<file path="src/rtl/pipeline_pkg.sv">
// Shared pipeline-stage definitions: stage buffer states, occupancy codes and
// the bubble payload used to blank empty or flushed slots.
package pipeline_pkg;

    typedef enum logic [1:0] {
        EMPTY = 2'd0,
        BUSY  = 2'd1,
        FULL  = 2'd2
    } stage_state_e;

    localparam logic [1:0] OCC_EMPTY = 2'd0;
    localparam logic [1:0] OCC_ONE   = 2'd1;
    localparam logic [1:0] OCC_TWO   = 2'd2;

    // Wide enough for any stage payload; users slice to their own width.
    localparam logic [1023:0] BUBBLE = '0;

    function automatic logic [1:0] state_occupancy(input stage_state_e s);
        case (s)
            BUSY:    return OCC_ONE;
            FULL:    return OCC_TWO;
            default: return OCC_EMPTY;
        endcase
    endfunction

endpackage

</file>
<file path="src/rtl/pipe_stage_buf_sat_counter.sv">
// Saturating up-counter with a 0-3 increment per cycle; cleared only by reset.
module sat_counter #(
    parameter int WIDTH = 16
) (
    input  logic             clk,
    input  logic             rst_n,
    input  logic [1:0]       inc,
    output logic [WIDTH-1:0] count
);

    localparam int SUM_W = WIDTH + 2;

    logic [WIDTH-1:0] count_q, count_d;
    logic [SUM_W-1:0] sum;

    always_comb begin
        sum     = {2'b00, count_q} + SUM_W'(inc);
        count_d = sum[WIDTH-1:0];
        if (|sum[SUM_W-1:WIDTH]) begin
            count_d = '1;
        end
    end

    always_ff @(posedge clk or negedge rst_n) begin
        if (!rst_n) begin
            count_q <= '0;
        end else begin
            count_q <= count_d;
        end
    end

    assign count = count_q;

endmodule

</file>
<file path="src/rtl/pipe_stage_buf.sv">
// Pipeline stage register with valid/ready handshake, two-entry skid buffer,
// synchronous flush and a saturating count of beats discarded by flush.
module pipe_stage_buf
    import pipeline_pkg::*;
#(
    parameter int DATA_WIDTH  = 32,
    parameter int COUNT_WIDTH = 16
) (
    input  logic                   clk,
    input  logic                   rst_n,
    input  logic                   flush,
    input  logic                   in_valid,
    input  logic [DATA_WIDTH-1:0]  in_data,
    output logic                   in_ready,
    output logic                   out_valid,
    output logic [DATA_WIDTH-1:0]  out_data,
    input  logic                   out_ready,
    output logic [1:0]             occupancy,
    output logic [COUNT_WIDTH-1:0] drop_count
);

    localparam logic [DATA_WIDTH-1:0] ZERO_BEAT = BUBBLE[DATA_WIDTH-1:0];

    stage_state_e          state_q, state_d;
    logic [DATA_WIDTH-1:0] main_q, main_d;
    logic [DATA_WIDTH-1:0] skid_q, skid_d;
    logic                  in_ready_q, in_ready_d;
    logic                  in_fire, out_fire;
    logic [1:0]            occ;
    logic [1:0]            drop_inc;

    assign occ      = state_occupancy(state_q);
    assign in_fire  = in_valid & in_ready_q;
    assign out_fire = out_valid & out_ready;

    always_comb begin
        state_d  = state_q;
        main_d   = main_q;
        skid_d   = skid_q;
        drop_inc = 2'd0;

        unique case (state_q)
            EMPTY: begin
                if (in_fire) begin
                    main_d  = in_data;
                    state_d = BUSY;
                end
            end
            BUSY: begin
                if (in_fire && out_fire) begin
                    main_d = in_data;
                end else if (in_fire) begin
                    skid_d  = in_data;
                    state_d = FULL;
                end else if (out_fire) begin
                    main_d  = ZERO_BEAT;
                    state_d = EMPTY;
                end
            end
            FULL: begin
                if (out_fire) begin
                    main_d  = skid_q;
                    skid_d  = ZERO_BEAT;
                    state_d = BUSY;
                end
            end
            default: begin
                main_d  = ZERO_BEAT;
                skid_d  = ZERO_BEAT;
                state_d = EMPTY;
            end
        endcase

        // Beats delivered this cycle survive the flush; everything else held
        // or accepted is lost. FULL never accepts, so the sum stays within 0-3.
        if (flush) begin
            state_d  = EMPTY;
            main_d   = ZERO_BEAT;
            skid_d   = ZERO_BEAT;
            drop_inc = occ - 2'(out_fire) + 2'(in_fire);
        end

        in_ready_d = (state_d != FULL);
    end

    always_ff @(posedge clk or negedge rst_n) begin
        if (!rst_n) begin
            state_q    <= EMPTY;
            main_q     <= '0;
            skid_q     <= '0;
            in_ready_q <= 1'b1;
        end else begin
            state_q    <= state_d;
            main_q     <= main_d;
            skid_q     <= skid_d;
            in_ready_q <= in_ready_d;
        end
    end

    sat_counter #(
        .WIDTH(COUNT_WIDTH)
    ) u_drop_cnt (
        .clk  (clk),
        .rst_n(rst_n),
        .inc  (drop_inc),
        .count(drop_count)
    );

    assign in_ready  = in_ready_q;
    assign out_valid = (state_q != EMPTY);
    assign out_data  = main_q;
    assign occupancy = occ;

endmodule

</file>
<file path="config.mk">
export PLATFORM = sky130hd
export DESIGN_NAME = pipe_stage_buf
export DESIGN_NICKNAME = d
export VERILOG_FILES = /design/src/rtl/pipeline_pkg.sv /design/src/rtl/pipe_stage_buf_sat_counter.sv /design/src/rtl/pipe_stage_buf.sv
export SDC_FILE = /design/constraint.sdc
export NUM_CORES = 1
export LEC_CHECK = 0
export ABC_CLOCK_PERIOD_IN_PS = 3300
export CELL_PAD_IN_SITES_DETAIL_PLACEMENT = 1
export CELL_PAD_IN_SITES_GLOBAL_PLACEMENT = 1
export CORE_UTILIZATION = 35
export CTS_BUF_LIST = sky130_fd_sc_hd__clkbuf_16
export DETAILED_ROUTE_END_ITERATION = 16
export GPL_TIMING_DRIVEN = 0
export HOLD_SLACK_MARGIN = 0.02
export PLACE_DENSITY = 0.83
export SLEW_MARGIN = 20
export SYNTH_ARGS = -nofsm -noshare
export SYNTH_HDL_FRONTEND = slang
export SYNTH_SLANG_ARGS = --single-unit
</file>
<file path="constraint.sdc">
create_clock -name clk -period 3.3 [get_ports clk]
set_input_delay 0.33 -clock clk [delete_from_list [all_inputs] [get_ports clk]]
set_output_delay 0.33 -clock clk [all_outputs]
set_load 0.01 [all_outputs]
</file>
==> results.ini <==
[layout]
fin_nets = 587
area_delta_synth_final_pct = 35.1
stdcell_area_um2 = 5860
layout_common_cells = clkdlybuf4s50_1, dfrtp_1, nand2_1
final_layout_size_suffix_gt1_share_pct = 10.6
diodes = 0
final_common_cell = clkdlybuf4s50_1

[global_routing]
grt_busiest_layer = met2
grt_use_total_pct = 20.6
met1_usage_pct = 26.5
grt_pass1_wl_mm = 20.5
gr-usage-met3_pct = 3.59
antenna_found_initial = 0
grt_pass1_vias = 3959
use_met2_pct = 34.2
grt.overflow.total = 0
grt_max_degree = 51

[sta]
setup_viol = 0
tightestPinTransition_ns = 0.677
whs_ns = 0.0289
setup_slack_ns = 0.126
final_hold_viol_count = 0
finalMaxSlewViolations = 0
rsz0062_at_grt = false
fin_crit_sh_pct = 96.2
fin_crit_ns = 3.17
max_slew_margin_pct = 54.8
finClkSkew_ns = 0.00557
fmax_mhz = 315

[run_status]
outcome = finished clean

[placement]
dpl_cell_area_um2 = 5430
dp_hpwl_mm = 8.47
io_buffers = 87
place.gp.congestion = 0.785
post-place-ws_ns = -0.298

[detailed_routing]
wl_per_cell_um = 17.5
wirelength_mm = 12.5
route.vias.total = 3611
drtIter0Drc = 90
viasPerCell = 5.04
drc = 0
ant_nets = 0
firstDrtPassIters = 4

[critical_path]
slowest_stage = or4b_4
worstSetupEndpointType = flip-flop
start_kind = flip-flop
required_ns = 3.56
critPathKind = flip-flop to flip-flop
path_cells = nor2_4, inv_2, and2_4, ha_1, inv_1, ha_1, and2_1, ha_2, inv_1, fa_2, or4b_4, nor2_4, mux2i_1
critPathMaxStageDelay_ns = 0.57
cp_data_arrival_time_ns = 3.43
crit_fanout = 9

[clocking]
clk_latency_ns = 0.34
cts_tree = done
clkSinkCount = 83
cts-root-buf = clkbuf_16
clockBufferDepth = 2
cts-buffers-inserted = 9
htree_levels = 3
cts_hold_buf = 0
clk_pin_slew_ns = 0.06

[floorplan]
die_y_um = 113
initial_core_util_pct = 35.9
chipWidth_um = 113
die_area_um2 = 12800
pin_count = 89
core_area_um2 = 12100
num_rows = 40

[pwr]
vdd_drop_max_mv = 0.392
p_leak_nw = 2.56
powerDensity_nw_per_um2 = 511

[min_path]
min_path_type = input port to asynchronous set/reset pin

[logic_synthesis]
synth_area_um2 = 4330
yosysWarnings = 0
seq_area_frac_synth_pct = 48.0
ys_ff_latch = 83
syn_area_per_cell_um2 = 9.94
syn-instance-count = 436
synth_cell_types = 39
syn-num-nets = 479

[run]
max_cap_viol_count = 0

-- per-layer routing --
layer / vias to the layer above / part of all wire (%)
met4: 0 / 1.7
met3: 16 / 3.8
met5: - / 0
li1: 1695 / -
met2: 90 / 50
met1: 1810 / 45
-- metrics by stage --
step	total power, W	TNS [ns]	instances	util, %
2_1_floorplan	0.00155	0	436	-
3_3_place_gp	0.00186	-99.11	691	44.9
3_5_place_dp	0.00191	-3.27	692	45.0
4_1_cts	0.00300	0	710	48.0
5_1_grt	0.00314	0	717	48.5
6_report	0.00299	0	717	48.5
-- final timing paths --
check / slack, ns / from / end / cells past startpoint
worst max-delay path: 0.13 / state_q[0]$_DFF_PN0_ / u_drop_cnt.count[12]$_DFF_PN0_ / 13
worst min-delay path: 0.03 / rst_n / out_data[2]$_DFFE_PN0P_ / 1
worst max register to register: 0.13 / state_q[0]$_DFF_PN0_ / u_drop_cnt.count[12]$_DFF_PN0_ / 13
worst min register to register: 0.50 / out_data[29]$_DFFE_PN0P_ / out_data[29]$_DFFE_PN0P_ / 1
max in group asynchronous: 2.58 / rst_n / in_ready$_DFF_PN1_ / 2
min in group clk: 0.31 / flush / state_q[1]$_DFF_PN0_ / 2
-- flip-flops by register name (all words and copies together), names as in the netlist --
name              flops
state_q               2
out_data             32
u_drop_cnt.count     16
skid_q               32
in_ready              1
-- timing repair --
item / CTS / global route
gates resized for setup: 10 / 6
pin swaps: 1 / 2
endpoints found under the setup margin: 16 / 12
cloned: 1 / 0
setup buffers: 2 / 7
-- worst max-delay path: cells and delay by family, from the launching register on --
kind | cells | cell delay, ns
simple gates | 5 | 1.12
fa+ha+maj | 4 | 1.13
buf+inv | 3 | 0.16
mux | 1 | 0.21
flops | 1 | 0.49
-- synthesized netlist by cell type --
| library cell | n | share of area, % |
|---|---|---|
| and3b_1 | 1 | 0.20 |
| a21o_1 | 3 | 0.52 |
| a221o_1 | 1 | 0.23 |
| a21oi_2 | 2 | 0.40 |
| and3_1 | 1 | 0.14 |
| clkbuf_1 | 11 | 0.95 |
| nor2_2 | 1 | 0.14 |
| or4b_4 | 1 | 0.32 |
| dfstp_2 | 1 | 0.61 |
| nor2_1 | 11 | 0.95 |
| xor2_1 | 3 | 0.61 |
| nor3_1 | 3 | 0.35 |
| or2_2 | 1 | 0.14 |
| and2_1 | 3 | 0.43 |
| dfrtp_1 | 82 | 47 |
| buf_4 | 6 | 1.0 |
| nand3_1 | 4 | 0.46 |
| a21oi_1 | 4 | 0.46 |
| nor4_1 | 2 | 0.29 |
| a31oi_1 | 1 | 0.14 |
| xnor2_1 | 9 | 1.8 |
| buf_2 | 6 | 0.69 |
| buf_6 | 3 | 0.78 |
| a211o_1 | 1 | 0.20 |
| nor3b_1 | 3 | 0.52 |
| nor2b_1 | 4 | 0.58 |
| o21bai_1 | 1 | 0.17 |
| o21ai_0 | 35 | 4.0 |
| nand4_1 | 2 | 0.29 |
| and4_1 | 2 | 0.40 |
| nand4_2 | 1 | 0.29 |
| a22o_1 | 32 | 6.5 |
| fa_1 | 1 | 0.46 |
| mux2i_1 | 66 | 15 |
| ha_1 | 5 | 1.4 |
| nand2_1 | 79 | 6.8 |
| inv_1 | 41 | 3.6 |
| nand2b_1 | 2 | 0.29 |
| nand2_2 | 1 | 0.14 |
-- where the power goes --
part | leakage, nW | switching [W] | internal [W] | total, W
Sequential | 1.11 | 0.0000962 | 0.00112 | 0.00121
Combinational | 1.29 | 0.000344 | 0.000362 | 0.000706
Clock | 0.154 | 0.000416 | 0.000654 | 0.00107
-- logic make-up (layout without fill, tap and decap cells) --
family / after synthesis / after routing / synth area share, %
xor+xnor: 12 / 12 / 2.43
simple gates: 122 / 122 / 12.8
fa+ha+maj: 6 / 6 / 1.91
flops: 83 / 83 / 48.0
mux: 66 / 66 / 15.2
buf+inv: 67 / 180 / 7.02
compound gates: 80 / 80 / 12.6
-- final cells by class --
type | instances | area [um2]
inverters | 41 | 154
plain buffers | 25 | 161
repair buffers | 98 | 963
fillers | 1343 | 6210
clock buffers | 9 | 225
well taps | 168 | 210
multi-input cells | 286 | 1980
flip-flops and latches | 83 | 2080
clock inverters | 7 | 82.6
Note: power is estimated with default switching activity, not from simulation.
